## src/rtl/uart_rdata_hex_sender_pkg.sv

```systemverilog
`default_nettype none
// +----------------------------------------------------------------------------+
// | uart_rdata_hex_sender_pkg                                                  |
// | State encodings and ASCII constants for the read-data hex line sender.     |
// | Revision: 1.0                                                              |
// +----------------------------------------------------------------------------+
package uart_rdata_hex_sender_pkg;

  typedef enum logic [2:0] {
    S_IDLE = 3'd0,
    S_HEX  = 3'd1,
    S_SEP  = 3'd2,
    S_CR   = 3'd3,
    S_LF   = 3'd4,
    S_DONE = 3'd5
  } state_e;

  localparam logic [7:0] CH_0  = 8'h30;
  localparam logic [7:0] CH_LA = 8'h61;
  localparam logic [7:0] CH_UA = 8'h41;
  localparam logic [7:0] CH_SP = 8'h20;
  localparam logic [7:0] CH_CR = 8'h0D;
  localparam logic [7:0] CH_LF = 8'h0A;

  localparam logic [2:0] LAST_DIGIT = 3'd7;

  // States in which a byte is offered to the TX queue.
  function automatic logic is_char_state(input state_e s);
    return (s == S_HEX) || (s == S_SEP) || (s == S_CR) || (s == S_LF);
  endfunction

endpackage
`default_nettype wire

```

## src/rtl/uart_rdata_hex_sender_nibble_to_ascii.sv

```systemverilog
`default_nettype none
// +----------------------------------------------------------------------------+
// | nibble_to_ascii                                                            |
// | Combinational 4-bit nibble to ASCII hex digit conversion.                  |
// | Revision: 1.0                                                              |
// +----------------------------------------------------------------------------+
module nibble_to_ascii
  import uart_rdata_hex_sender_pkg::*;
#(
  parameter bit UPPER_HEX = 1'b0
) (
  input  logic [3:0] nibble_i,
  output logic [7:0] char_o
);

  logic [7:0] w_alpha_base;

  generate
    if (UPPER_HEX) begin : g_upper
      assign w_alpha_base = CH_UA;
    end else begin : g_lower
      assign w_alpha_base = CH_LA;
    end
  endgenerate

  always_comb begin
    if (nibble_i < 4'd10) begin
      char_o = CH_0 + {4'h0, nibble_i};
    end else begin
      char_o = w_alpha_base + {4'h0, nibble_i} - 8'd10;
    end
  end

endmodule
`default_nettype wire

```

## src/rtl/uart_rdata_hex_sender.sv

```systemverilog
`default_nettype none
// +----------------------------------------------------------------------------+
// | uart_rdata_hex_sender                                                      |
// | Serialises a captured 64-bit read-data word pair as an ASCII hex line      |
// | into the UART TX byte queue.                                               |
// | Revision: 1.0                                                              |
// +----------------------------------------------------------------------------+
module uart_rdata_hex_sender
  import uart_rdata_hex_sender_pkg::*;
#(
  parameter bit UPPER_HEX = 1'b0,
  parameter bit USE_CR    = 1'b1
) (
  input  logic        clk,
  input  logic        rst,
  input  logic        rdata_snd_start_i,
  input  logic [63:0] rdata_snd_i,
  input  logic        pc_print_sel_i,
  input  logic        snd_abort_i,
  input  logic        tx_full_i,
  output logic        tx_wen_o,
  output logic [7:0]  tx_data_o,
  output logic        flushing_wq_o,
  output logic        snd_busy_o,
  output logic        snd_ovf_o
);

  state_e      state_q, state_d;
  logic [3:0]  cnt_q, cnt_d;
  logic [63:0] data_q, data_d;
  logic        sel_q, sel_d;
  logic        ovf_q, ovf_d;

  logic [31:0] w_word;
  logic [2:0]  w_digit;
  logic [3:0]  w_nibble;
  logic [7:0]  w_hex_char;
  logic        w_wr;
  state_e      w_eol_state;

  // Counter bit 3 selects the word, the low bits walk nibbles MSB first.
  assign w_word   = cnt_q[3] ? data_q[63:32] : data_q[31:0];
  assign w_digit  = cnt_q[2:0];
  assign w_nibble = w_word[{~w_digit, 2'b00} +: 4];

  nibble_to_ascii #(
    .UPPER_HEX (UPPER_HEX)
  ) u_nibble_to_ascii (
    .nibble_i (w_nibble),
    .char_o   (w_hex_char)
  );

  generate
    if (USE_CR) begin : g_eol_crlf
      assign w_eol_state = S_CR;
    end else begin : g_eol_lf
      assign w_eol_state = S_LF;
    end
  endgenerate

  assign w_wr       = is_char_state(state_q) & ~tx_full_i;
  assign tx_wen_o   = w_wr;
  assign snd_busy_o = (state_q != S_IDLE);
  assign snd_ovf_o  = ovf_q;

  always_comb begin
    tx_data_o = 8'h00;
    case (state_q)
      S_HEX:   tx_data_o = w_hex_char;
      S_SEP:   tx_data_o = CH_SP;
      S_CR:    tx_data_o = CH_CR;
      S_LF:    tx_data_o = CH_LF;
      default: tx_data_o = 8'h00;
    endcase
  end

  always_comb begin
    state_d       = state_q;
    cnt_d         = cnt_q;
    data_d        = data_q;
    sel_d         = sel_q;
    ovf_d         = ovf_q | (rdata_snd_start_i & (state_q != S_IDLE));
    flushing_wq_o = 1'b0;

    if (state_q == S_IDLE) begin
      // Abort takes priority over a simultaneous start.
      if (rdata_snd_start_i && !snd_abort_i) begin
        data_d  = rdata_snd_i;
        sel_d   = pc_print_sel_i;
        cnt_d   = 4'd0;
        state_d = S_HEX;
      end
    end else if (snd_abort_i) begin
      cnt_d   = 4'd0;
      state_d = S_IDLE;
    end else begin
      case (state_q)
        S_HEX: begin
          if (w_wr) begin
            if (w_digit == LAST_DIGIT) begin
              if (!cnt_q[3] && !sel_q) begin
                cnt_d   = cnt_q + 4'd1;
                state_d = S_SEP;
              end else begin
                cnt_d   = 4'd0;
                state_d = w_eol_state;
              end
            end else begin
              cnt_d = cnt_q + 4'd1;
            end
          end
        end
        S_SEP: if (w_wr) state_d = S_HEX;
        S_CR:  if (w_wr) state_d = S_LF;
        S_LF:  if (w_wr) state_d = S_DONE;
        S_DONE: begin
          flushing_wq_o = 1'b1;
          state_d       = S_IDLE;
        end
        default: state_d = S_IDLE;
      endcase
    end
  end

  always_ff @(posedge clk or posedge rst) begin
    if (rst) begin
      state_q <= S_IDLE;
      cnt_q   <= 4'd0;
      data_q  <= 64'd0;
      sel_q   <= 1'b0;
      ovf_q   <= 1'b0;
    end else begin
      state_q <= state_d;
      cnt_q   <= cnt_d;
      data_q  <= data_d;
      sel_q   <= sel_d;
      ovf_q   <= ovf_d;
    end
  end

endmodule
`default_nettype wire
```

## config.mk

```make
export PLATFORM = sky130hd
export DESIGN_NAME = uart_rdata_hex_sender
export DESIGN_NICKNAME = d
export VERILOG_FILES = /design/src/rtl/uart_rdata_hex_sender_pkg.sv /design/src/rtl/uart_rdata_hex_sender_nibble_to_ascii.sv /design/src/rtl/uart_rdata_hex_sender.sv
export SDC_FILE = /design/constraint.sdc
export NUM_CORES = 1
export LEC_CHECK = 0
export ABC_AREA = 1
export CORE_ASPECT_RATIO = 0.6
export CORE_MARGIN = 4
export CORE_UTILIZATION = 50
export CTS_CLUSTER_SIZE = 24
export DETAILED_ROUTE_END_ITERATION = 10
export GPL_ROUTABILITY_DRIVEN = 0
export PLACE_DENSITY = 0.86
export SLEW_MARGIN = 0
export SYNTH_ARGS = -nofsm -noshare
export SYNTH_HDL_FRONTEND = slang
export SYNTH_SLANG_ARGS = --single-unit
```

## constraint.sdc

```tcl
create_clock -name clk -period 2.7 [get_ports clk]
set_input_delay 0.54 -clock clk [delete_from_list [all_inputs] [get_ports clk]]
set_output_delay 0.54 -clock clk [all_outputs]
set_load 0.1 [all_outputs]
```

---- Word level (Yosys, flattened, before mapping) ----
Index checks and enable logic that the tools add are counted.
storage, ports and cells
  register bits after elaboration ......... 73
  output and inout port bits .............. 12
  input bits .............................. 70
  logic and storage cells ................. 66
cells by class
  reduce and logical (&&, ||, !) cells .... 15
  add/sub/neg operators ................... 4
  mux-type cells .......................... 23
  bitwise operators ....................... 5
  order comparisons ....................... 1
  eq/ne operators ......................... 12
  shift-type cells ........................ 1
operator list
  operator             number
  $mux 32              1
  $pmux 8 s4           1
  $shiftx 32x6->4      1
  $mux 4               7
  $mux 3               8
  $ne 4x3->1 const B   4
  $pmux 3 s4           1
  $eq 3x3->1 const B   3
  $reduce_bool 3->1    3
  $add 7x4->8 const A  1
  $mux 8               1
  $sub 8x4->8 const B  1
  $add 6x4->7 const A  1
  $eq 3x2->1 const B   2
  $reduce_and 6->1     1
  $add 4x1->4 const B  1
  $lt 4x4->1 const B   1
  $mux 1               4
  $ne 4x2->1 const B   1
  $eq 3x1->1 const B   1
  $logic_not 1->1      3
  $logic_not 3->1      1
  $logic_or 1x1->1     3
  $not 3->3            1
  other kinds (7)      9

---- Depth between registers and ports, before layout ----
  depth after elaboration ................. 9
  depth in mapped cells ................... 14
  gate-level depth less buffers ........... 12

---- Cells and area by module ----
Synthesis repeated with hierarchy kept, for this count alone.
second synthesis, totals
  cell total of the unflattened synthesis .. 520
  area, all modules ....................... 3923.8 sq um
by module, submodules not included
  module                 cells an instance  sequential area each (sq um)  instances  area each (sq um)
  uart_rdata_hex_sender  492                1826.8                        1          3784.9
  nibble_to_ascii        28                 0.0                           1          138.9

---- Least setup slack after synthesis ----
OpenSTA, ideal clock, no wires.
  path type ............................... input -> output
  start point ............................. input snd_abort_i
  end point ............................... output flushing_wq_o
  path buffers ............................ 0
  slack ................................... -1.339 ns
  stages .................................. 1
  required time ........................... 2.160 ns
  data arrival time ....................... 3.499 ns
  cell sequence ........................... nor4_1
between the ends
  cells in the longest elaborated chain, start to end .. 2
ends and longest elaborated chain
  element          RTL line                     RTL
  start, declared  uart_rdata_hex_sender.sv:19  input logic snd_abort_i,
  $mux 1           uart_rdata_hex_sender.sv:93  end else if (snd_abort_i) begin
  $mux 1           uart_rdata_hex_sender.sv:85  if (state_q == S_IDLE) begin
  end, declared    uart_rdata_hex_sender.sv:23  output logic flushing_wq_o,
Every way passes these cells.

---- Final worst setup path ----
  start point ............................. register cnt_q[3]
  end point ............................... output tx_data_o[0]
between the ends
  cells in the longest elaborated chain, start to end .. 6
  elaborated cells on any way between the ends .. 8
  those cells by class .................... add/sub: 3; order compare: 1; shift: 1; mux: 3
ends and longest elaborated chain
  element                 RTL line                                     RTL
  start, declared         uart_rdata_hex_sender.sv:29                  logic [3:0] cnt_q, cnt_d;
  start signal, assigned  uart_rdata_hex_sender.sv:134                 cnt_q <= cnt_d;
  $mux 32 (*)             uart_rdata_hex_sender.sv:42                  assign w_word = cnt_q[3] ? data_q[63:32] : data_q[31:0];
  $shiftx 32x6->4 (*)     uart_rdata_hex_sender.sv:44                  assign w_nibble = w_word[{~w_digit, 2'b00} +: 4];
  $add 7x4->8             uart_rdata_hex_sender_nibble_to_ascii.sv:30  char_o = w_alpha_base + {4'h0, nibble_i} - 8'd10;
  $sub 8x4->8             uart_rdata_hex_sender_nibble_to_ascii.sv:30
  $mux 8 (*)              uart_rdata_hex_sender_nibble_to_ascii.sv:27  if (nibble_i < 4'd10) begin
  $pmux 8 s4 (*)          uart_rdata_hex_sender.sv:68                  case (state_q)
  end, declared           uart_rdata_hex_sender.sv:22                  output logic [7:0] tx_data_o,
Mark *: on every way between the ends. The rest lies on a longest branch, timed or not.

==> metrics.md <==
| Metric | Value |
|---|---|
| Run status | `finished, violations left` |
| Failing checks | `negative setup slack` |
| Total power | `7180 µW` |
| Hold Crit Class | `reg2reg` |
| Most frequent cell after synthesis | `dfrtp_1` |
| Die Y | `75.1 µm` |
| Clk_lat worst skew | `340 ps` |
| Cell accounting for the most synthesized area | `dfrtp_1` |
| Maxcap violations | `0` |
| WP data required | `2160 ps` |
| I/O pins | `82` |
| Largest net degree at the start of global routing | `82` |
| DP Worst Slack | `235 ps` |
| CTS clock-pin slew for the worst setup and hold paths | `60 ps` |
| Final Routed Wirelength | `11,200 µm` |
| First-pass GRT wire length | `16,700 µm` |
| I/O Buffers | `80` |
| DRT iter0 DRCs | `496` |
| Achievable Freq | `334 MHz` |
| Synth top area share | `48.6%` |
| Final-report hold violation count | `0` |
| TritonCTS Buffers | `9` |
| Period utilisation layout | `111%` |
| Register area share after synthesis | `48.6%` |
| Slew headroom | `48.7%` |
| Post-synth EDFFs | `0` |
| Leakage | `0.00244 µW` |
| Antenna violations before repair | `0` |
| Router iterations before antenna repair | `6` |
| Global route total overflow | `0` |
| Ant. Diodes | `0` |
| Sw frac | `46.2%` |
| Clock power share | `18.3%` |
| CTS tree | `yes` |
| Seq pwr share | `25.9%` |
| Worst Slack Setup Final | `-297 ps` |
| CTS Root Cell | `clkbuf_16` |
| Share of total power in combinational logic | `55.8%` |
| Core Footprint | `7270 µm²` |
| Nets | `606` |
| Yosys reg bits | `73` |
| CTS sink count | `73` |
| Post-Syn Area | `3760 µm²` |
| DR vias | `3,521` |
| Min Tclk post-route | `3000 ps` |
| Pwr per Cell Area | `1360 nW/µm²` |
| Total negative slack | `-1280 ps` |
| # hold bufs at CTS | `0` |
| Commonest cells post-synth | `dfrtp_1 (73), nor2_1 (64), nand2_1 (57), inv_1 (54), a21oi_1 (49)` |
| Clock Skew | `5.12 ps` |
| Dpl hpwl | `6990 µm` |
| Sw power | `3310 µW` |
| Synthesized instance count | `446` |
| Arrival time worst endpoint | `2460 ps` |
| Final Max Slew Viols | `0` |
| Critical path class | `reg2out` |
| Maximum VDD drop | `0.993 mV` |
| Top FF cell, synth | `dfrtp_1` |
| CP max FO | `8` |
| Unrepaired setup endpoints after global routing | `true` |
| Worst-margin pin slew | `768 ps` |
| Fin util | `72.5%` |
| Detailed-route wire length per cell | `17.5 µm` |
| Yosys cell types | `33` |
| CTS H-tree lvls | `3` |
| Cell Rows | `24` |
| Internal Pwr Total | `3860 µW` |
| Detailed-route vias per instance | `5.48` |
| Initial Utilization | `51.7%` |
| Asr flop ratio synth | `100%` |
| Die area | `9010 µm²` |
| Die width | `120 µm` |
| Syn Nets | `519` |
| Vias in the first global route | `3,351` |
| Ranking of synthesized cells by area | `dfrtp_1 (49%), a21oi_1 (6.5%), nand3_1 (6.4%)` |
| Startpoint Class | `flop` |
| Total GRT Usage | `23.7%` |
| Share of cells above drive strength 1 | `19.1%` |
| P&R area growth vs syn | `40.3%` |
| Placed cells | `617` |
| Worst R2R Setup Slack | `940 ps` |
| Crit path capture type | `primary output` |
| Drc violations | `0` |
| Yosys warnings | `0` |
| Post-Layout Cell Count | `642` |
| Mean Syn Cell Area | `8.42 µm²` |
| Longest Clk Path Bufs | `2` |
| Detail Route Antenna Nets | `0` |
| Final count of negative-setup-slack endpoints | `6` |
## area by class of cell
cell class	instances	area, µm²
fillers	510	2000
clock inverters	4	75.1
multi-input cells	290	1650
flip-flops and latches	73	1830
inverters	60	230
well taps	104	130
repair buffers	99	1100
clock buffers	12	256
## path summary, 6_finish.rpt
check                      depth (start not counted)                 start                     end
min in group asynchronous                          2                   rst  data_q[33]$_DFFE_PP0P_
setup / recovery                                  13  cnt_q[3]$_DFFE_PP0P_            tx_data_o[0]
max in group asynchronous                          3                   rst  data_q[56]$_DFFE_PP0P_
hold reg to reg                                    1   snd_ovf_o$_DFF_PP0_     snd_ovf_o$_DFF_PP0_
hold / removal                                     1   snd_ovf_o$_DFF_PP0_     snd_ovf_o$_DFF_PP0_
setup reg to reg                                   6  cnt_q[0]$_DFFE_PP0P_  state_q[1]$_DFFE_PP0P_
## power by group through the flow
stage | clock, µW | combinational, µW | sequential, µW
6_report | 1320 | 4000 | 1860
5_1_grt | 1380 | 4260 | 1900
4_1_cts | 1320 | 3650 | 1840
3_5_place_dp | 0 | 3550 | 1850
2_1_floorplan | 0 | 2550 | 1750
3_3_place_gp | 0 | 3430 | 1820
## what timing repair did
item | in CTS | in global routing
setup endpoints to repair | 5 | 6
gates resized for setup | 11 | 18
pin swaps | 3 | 14
cloned | 1 | 4
buffers inserted | 3 | 2
## worst max-delay path, cell delays in order, from the launching register on
cell,delay (ps)
dfrtp_2,520
buf_6,190
nor2_4,100
nor2_2,50
nand2_1,70
nand3_1,90
nand3_1,140
nand2_2,100
buf_4,150
o21ai_4,200
nand2_1,130
nand3_1,110
nand2_2,80
buf_12,170
## kinds of logic (layout without fill, tap and decap cells)
group / count (synthesis) / count (layout) / synth area share [%]
AOI/OAI and AO/OA: 82 / 82 / 12.3
adders and majority gates: 3 / 3 / 0.999
buffers and inverters: 83 / 175 / 10.5
DFF: 73 / 73 / 48.6
muxes: 24 / 24 / 7.19
other: 1 / 1 / 0.0998
and+or+nand+nor: 180 / 180 / 20.3
## metrics by stage
stage	instance area (µm²)	hold WS (ps)
floorplan	3780	459
global placement	4730	461
CTS	5140	496
global route	5270	508
finish	5270	500
detailed placement	4730	470
## routing by layer
| layer | up-vias | track usage (%) | part of all wire [%] |
|---|---|---|---|
| met3 | 43 | 8.63 | 9.7 |
| met4 | 0 | 4.19 | 2.8 |
| li1 | 1621 | - | - |
| met1 | 1645 | 32.8 | 44 |
| met5 | - | 0 | 0 |
| met2 | 212 | 36.8 | 44 |
## registers in the layout, indices dropped and copies added, names as in the netlist
| register | count |
|---|---|
| data_q | 64 |
| cnt_q | 4 |
| sel_q | 1 |
| state_q | 3 |
| snd_ovf_o | 1 |
## cells in the final DEF, fill, tap and decap left out, types with 2 or more instances in the layout
cell type,instances
a21oi_1,46
a21oi_2,3
buf_12,11
buf_4,12
buf_6,4
bufinv_16,2
clkbuf_16,11
clkbuf_8,2
clkdlybuf4s50_1,69
clkinvlp_4,2
dfrtp_1,72
ha_1,2
inv_1,52
inv_2,5
inv_4,2
mux2_1,6
mux2_2,18
nand2_1,52
nand2_2,6
nand2_4,3
nand3_1,42
nand3_2,6
nor2_1,58
nor2_2,5
nor2_4,2
nor3_1,2
o211ai_1,6
o21ai_0,12
o21ai_1,9
(Power assumes the default switching activity.)
